==> src/rtl/mfp_ahb_rojobot_if.sv <==
// mfp_ahb_rojobot_if: AHB-Lite slave bridging the MIPSfpga bus to the rojobot31 register set.
// Zero-wait, OKAY-only; writes commit at the end of the data phase, reads are registered in the address phase.
module mfp_ahb_rojobot_if #(
   parameter int ADDR_W = 3,
   parameter int CNT_W  = 16
) (
   input  logic        HCLK,
   input  logic        HRESETn,
   input  logic        HSEL,
   input  logic [1:0]  HTRANS,
   input  logic        HREADY,
   input  logic        HWRITE,
   input  logic [31:0] HADDR,
   input  logic [31:0] HWDATA,
   output logic [31:0] HRDATA,
   input  logic [7:0]  bot_loc_x,
   input  logic [7:0]  bot_loc_y,
   input  logic [7:0]  bot_sensors,
   input  logic [7:0]  bot_info,
   input  logic        upd_sysregs,
   output logic [7:0]  mot_ctl,
   output logic [7:0]  bot_config,
   output logic        bot_irq
);
   localparam logic [CNT_W-1:0] CNT_MAX = '1;
   logic              w_acc, w_wr_ack, w_wr_clr, w_edge, w_ovr, w_unused;
   logic [ADDR_W-1:0] w_haddr, r_addr;
   logic [31:0]       w_rd, r_hrdata, r_snap;
   logic [CNT_W-1:0]  w_upd_inc, w_ovr_inc, r_upd_cnt, r_ovr_cnt;
   logic [7:0]        r_mot, r_cfg;
   logic              r_wr, r_irq_en, r_flag, r_upd_d;

   assign w_acc     = HSEL & HTRANS[1] & HREADY;
   assign w_haddr   = HADDR[ADDR_W+1:2];
   assign w_wr_ack  = r_wr && r_addr == ADDR_W'(4) && HWDATA[0];
   assign w_wr_clr  = r_wr && r_addr == ADDR_W'(6) && HWDATA[0];
   assign w_edge    = upd_sysregs & ~r_upd_d;
   // an ACK landing on the same edge absorbs the event, so it is not an overrun
   assign w_ovr     = w_edge & r_flag & ~w_wr_ack;
   assign w_upd_inc = (r_upd_cnt == CNT_MAX) ? r_upd_cnt : r_upd_cnt + CNT_W'(1);
   assign w_ovr_inc = (r_ovr_cnt == CNT_MAX) ? r_ovr_cnt : r_ovr_cnt + CNT_W'(1);
   assign w_unused  = ^{HTRANS[0], HADDR[31:ADDR_W+2], HADDR[1:0], HWDATA[31:9]};

   assign HRDATA     = r_hrdata;
   assign mot_ctl    = r_mot;
   assign bot_config = r_cfg;
   assign bot_irq    = r_flag & r_irq_en;

   always_comb begin
      w_rd = 32'h0;
      case (w_haddr)
         ADDR_W'(0): w_rd = r_snap;
         ADDR_W'(1): w_rd = {24'h0, r_mot};
         ADDR_W'(2): w_rd = {23'h0, r_irq_en, r_cfg};
         ADDR_W'(3): w_rd = {31'h0, r_flag};
         ADDR_W'(5): w_rd = {16'(r_ovr_cnt), 16'(r_upd_cnt)};
         default:    w_rd = 32'h0;
      endcase
   end

   always_ff @(posedge HCLK or negedge HRESETn) begin
      if (!HRESETn) begin
         r_addr    <= '0;
         r_wr      <= 1'b0;
         r_hrdata  <= 32'h0;
         r_mot     <= 8'h0;
         r_cfg     <= 8'h0;
         r_irq_en  <= 1'b0;
         r_flag    <= 1'b0;
         r_snap    <= 32'h0;
         r_upd_cnt <= '0;
         r_ovr_cnt <= '0;
         r_upd_d   <= 1'b0;
      end else begin
         r_upd_d <= upd_sysregs;
         r_wr    <= w_acc & HWRITE;
         if (w_acc) r_addr <= w_haddr;
         if (w_acc & ~HWRITE) r_hrdata <= w_rd;
         if (r_wr && r_addr == ADDR_W'(1)) r_mot <= HWDATA[7:0];
         if (r_wr && r_addr == ADDR_W'(2)) {r_irq_en, r_cfg} <= HWDATA[8:0];
         r_flag <= w_edge | (r_flag & ~w_wr_ack);
         if (w_edge) r_snap <= {bot_loc_x, bot_loc_y, bot_sensors, bot_info};
         r_upd_cnt <= w_wr_clr ? CNT_W'(w_edge) : (w_edge ? w_upd_inc : r_upd_cnt);
         r_ovr_cnt <= w_wr_clr ? CNT_W'(w_ovr) : (w_ovr ? w_ovr_inc : r_ovr_cnt);
      end
   end
endmodule

==> config.mk <==
export PLATFORM = sky130hd
export DESIGN_NAME = mfp_ahb_rojobot_if
export DESIGN_NICKNAME = d
export VERILOG_FILES = /design/src/rtl/mfp_ahb_rojobot_if.sv
export SDC_FILE = /design/constraint.sdc
export NUM_CORES = 1
export LEC_CHECK = 0
export BUFFER_PORTS_ARGS = -buffer_cell sky130_fd_sc_hd__buf_2
export CAP_MARGIN = 10
export CORE_MARGIN = 3
export CORE_UTILIZATION = 56
export CTS_CLUSTER_SIZE = 30
export DETAILED_ROUTE_END_ITERATION = 7
export GPL_TIMING_DRIVEN = 0
export PLACE_DENSITY = 0.93
export SETUP_SLACK_MARGIN = 0.15
export SLEW_MARGIN = 15
export SYNTH_ARGS = -nofsm -noshare
export SYNTH_HDL_FRONTEND = slang
export SYNTH_SLANG_ARGS = --single-unit
==> constraint.sdc <==
create_clock -name HCLK -period 5.2 [get_ports HCLK]
set_input_delay 1.04 -clock HCLK [delete_from_list [all_inputs] [get_ports HCLK]]
set_output_delay 1.04 -clock HCLK [all_outputs]
set_load 0.03 [all_outputs]
==> impl_metrics.csv <==
group,metric,value,unit
outcome,run_status,"completed",
global_routing,grt_use_met1,0.3541,
clock_network,clk_transition_reported_paths,70,ps
logic_synthesis,seq_area_frac_synth,0.5493,
logic_synthesis,netlist_instances,543,
timing,finClkSkew,11.21,ps
cells_and_area,area_delta_synth_final,23.15,%
run,max_cap_violations,0,
global_routing,number_of_antenna_violations_at_the_first_check_in_global_routing,0,
worst_setup_path,r2r-start,"r_addr[2]",
drt,detail_route.drc_violations,0,
logic_synthesis,synth_top_area_cell,"sky130_fd_sc_hd__dfrtp_1",
drt,overall_routed_net_length,14480,µm
worst_setup_path,cp_cell_sequence,"buf_2 > nand3_1 > nor3b_1 > clkbuf_1 > clkbuf_1 > nor2_1",
global_routing,grt.met2_usage,0.4308,
clock_network,tritoncts,"yes",
worst_setup_path,timing.critical_path.mode_cell,"sky130_fd_sc_hd__clkbuf_1",
clock_network,cts.path.max_buffers,2,
clock_network,cts_setup_buffers,0,
placement,gp_congestion,0.9453,
floorplan,ios,153,
logic_synthesis,syn-cell-area,0.005421,mm²
drt,dr.pass1.iters,6,
worst_setup_path,cp_max_fo,10,
timing,worst_setup_margin,2631,ps
timing,fmaxAchievable,389.3,MHz
timing,finalSetupViolCount,0,
logic_synthesis,synth_largest_type_area_fraction,0.5493,
timing,setup_tns,0,ps
pwr,ir_drop_worst_vdd,256.8,µV
global_routing,groute.layer.met3.usage,0.07511,
logic_synthesis,synth_edf_count,0,
logic_synthesis,synth-async-reset-ratio,1.000,
drt,routed-via-count,4842,
floorplan,die-area,0.01090,mm²
logic_synthesis,synth.top_cells.by_area,"sky130_fd_sc_hd__dfrtp_1, sky130_fd_sc_hd__nand2_1, sky130_fd_sc_hd__a22oi_1",
drt,detailedRoute.firstIterationViolations,499,
clock_network,worstSkewPairLatency,530,ps
worst_hold_path,hold_path_class,"in -> async",
drt,detail_route.vias_per_cell,6.030,
logic_synthesis,synthDistinctLibCells,57,
cells_and_area,drive_above_1_share,0.2567,
global_routing,grt_pass1_vias,4696,
clock_network,numCtsBuffers,17,
logic_synthesis,yosys_most_used_dff,"sky130_fd_sc_hd__dfrtp_1",
clock_network,htreeDepth,4,
placement,pre_cts_ws,2295,ps
worst_setup_path,worstSetupEndpointType,"flop",
floorplan,num_rows,35,
worst_setup_path,start_kind,"input pin",
drt,wl_per_cell,18.03,µm
worst_setup_path,reg2reg_slack,2860,ps
floorplan,floorplan.initialDensity,0.5812,
cells_and_area,final_common_cell,"sky130_fd_sc_hd__nand2_1",
worst_setup_path,worst_ep_arrival_time,2950,ps
clock_network,clockRootBuffer,"sky130_fd_sc_hd__clkbuf_8",
global_routing,grt_first_pass_wirelength,23460,µm
worst_setup_path,cp_slowest_cell,"sky130_fd_sc_hd__clkbuf_1",
cells_and_area,num-nets-final,767,
global_routing,grt_remaining_overflow,0,
timing,transition_time_at_the_pin_with_the_least_slew_margin,769.9,ps
floorplan,core_area,0.009328,mm²
logic_synthesis,synth_warnings,0,
logic_synthesis,syn-mean-instance-area,9.984,µm²
timing,max_slew_margin,0.4820,
drt,postRouteAntennaNets,0,
timing,grt_setup_unrepaired,"false",
timing,final_min_period_over_clock_period,0.4940,
clock_network,clock-sinks,119,
worst_setup_path,criticalPathCategory,"in -> reg",
global_routing,top_usage_layer,"met2",
clock_network,postCtsResizedCells,0,
logic_synthesis,ys_seq_elements,119,
timing,slew_viol_final,0,
pwr,power.static_leakage,3.132,nW
clock_network,cts_hold_buffers,0,
worst_setup_path,rr_worst_depth,5,
worst_setup_path,slowest_delay,530,ps
worst_setup_path,worst-endpoint-required,5580,ps
logic_synthesis,syn-num-nets,649,
timing,timing.final.hold_violations,0,
pwr,powerDensity,418.8,mW/mm²
placement,port_buffers,98,
floorplan,fp.dieW,104.4,µm
cells_and_area,antenna_cells,0,
cells_and_area,layout.cells.non_filler,803,
global_routing,grt.total_usage,0.2725,
placement,place.detailed.instances,771,
timing,period_needed,2569,ps
cells_and_area,final_cell_mix,"sky130_fd_sc_hd__nand2_1, sky130_fd_sc_hd__dfrtp_1, sky130_fd_sc_hd__buf_2, sky130_fd_sc_hd__a22oi_1, sky130_fd_sc_hd__o21ai_0",
floorplan,die_height,104.4,µm
global_routing,grt_start_max_net_pins,74,
placement,dp_hpwl,9665,µm
worst_setup_path,regToRegEndpoint,"r_ovr_cnt[12]",
## worst max-delay path, delay by kind of cell
family	cells	cell delay [ps]
buffers and inverters	3	1130
AND/OR/NAND/NOR	3	780
## final cells by class
class,count,area (µm²)
Buffer,31,128.9
Clock buffer,18,427.9
Clock inverter,14,141.4
Fill cell,664,2651
Inverter,5,18.77
Multi-Input combinational cell,388,2296
Sequential cell,119,2978
Tap cell,129,161.4
Timing Repair Buffer,99,524.3
## logic make-up after synthesis
logic type               Yosys count  synth area share
buffers and inverters             36           0.02723
multiplexers                      24           0.05170
adder cells (fa/ha/maj)            2          0.004615
flip-flops                       119            0.5493
XOR/XNOR                          15           0.02423
AO/OA/AOI/OAI                    115            0.1440
AND/OR/NAND/NOR                  232            0.1989
## power breakdown
part	leakage, nW	total, mW	switching, mW	internal, mW
combinational	1.33	0.473	0.290	0.183
sequential	1.54	1.22	0.152	1.06
clock	0.267	1.11	0.451	0.657
total	3.13	2.80	0.893	1.90
## metal layers
metal	part of all wire	vias up
li1	-	2164
met1	0.40	2336
met4	0.026	0
met5	0	-
met3	0.093	43
met2	0.48	299
## Yosys cell counts, types with 2 or more instances
master / instances
sky130_fd_sc_hd__a211oi_1: 2
sky130_fd_sc_hd__a21oi_1: 10
sky130_fd_sc_hd__a22o_1: 8
sky130_fd_sc_hd__a22oi_1: 37
sky130_fd_sc_hd__and2_1: 2
sky130_fd_sc_hd__and3_1: 3
sky130_fd_sc_hd__and4_1: 3
sky130_fd_sc_hd__buf_1: 3
sky130_fd_sc_hd__buf_2: 4
sky130_fd_sc_hd__clkbuf_1: 23
sky130_fd_sc_hd__dfrtp_1: 119
sky130_fd_sc_hd__ha_1: 2
sky130_fd_sc_hd__inv_1: 5
sky130_fd_sc_hd__mux2_2: 22
sky130_fd_sc_hd__nand2_1: 134
sky130_fd_sc_hd__nand2b_1: 4
sky130_fd_sc_hd__nand3_1: 13
sky130_fd_sc_hd__nand4_1: 6
sky130_fd_sc_hd__nor2_1: 25
sky130_fd_sc_hd__nor2b_1: 4
sky130_fd_sc_hd__nor3_1: 10
sky130_fd_sc_hd__nor3b_1: 3
sky130_fd_sc_hd__nor4_1: 4
sky130_fd_sc_hd__nor4b_1: 3
sky130_fd_sc_hd__nor4bb_1: 2
sky130_fd_sc_hd__o21ai_0: 33
sky130_fd_sc_hd__o22ai_1: 8
sky130_fd_sc_hd__o31ai_1: 4
sky130_fd_sc_hd__or2_2: 2
sky130_fd_sc_hd__or3_1: 2
sky130_fd_sc_hd__or3_2: 3
sky130_fd_sc_hd__or3_4: 2
sky130_fd_sc_hd__xnor2_1: 14
## flip-flops by register name, summed over array words and instances, names as in the netlist
register / cells
mot_ctl: 8
r_addr: 3
HRDATA: 32
r_upd_cnt: 16
r_wr: 1
r_irq_en: 1
bot_config: 8
r_upd_d: 1
r_ovr_cnt: 16
r_flag: 1
r_snap: 32
## how the worst max path moves through the flow
stage	slack, ps	startpoint	depth (start not counted)	end
6_report	2630	HWDATA[0]	6	r_ovr_cnt[12]
5_1_grt	2570	HWDATA[0]	6	r_ovr_cnt[12]
4_1_cts	2740	HWDATA[0]	6	r_ovr_cnt[12]
3_5_place_dp	2290	HWDATA[0]	6	r_ovr_cnt[12]
3_3_place_gp	1760	HRESETn	1	r_snap[26]
2_1_floorplan	2780	upd_sysregs	6	r_ovr_cnt[5]
## metrics by stage
stage / hold WS (ps) / instance area (µm²) / power (mW) / util
after floorplan: 441.0 / 5421 / 1.495 / -
after global routing: 453.5 / 6676 / 2.908 / 0.7158
after CTS: 444.3 / 6676 / 2.796 / 0.7158
after global placement: 458.3 / 6073 / 1.650 / 0.6511
after detailed placement: 463.6 / 6107 / 1.687 / 0.6547
final: 436.8 / 6676 / 2.796 / 0.7158
Note: power is estimated with default switching activity, not from simulation.
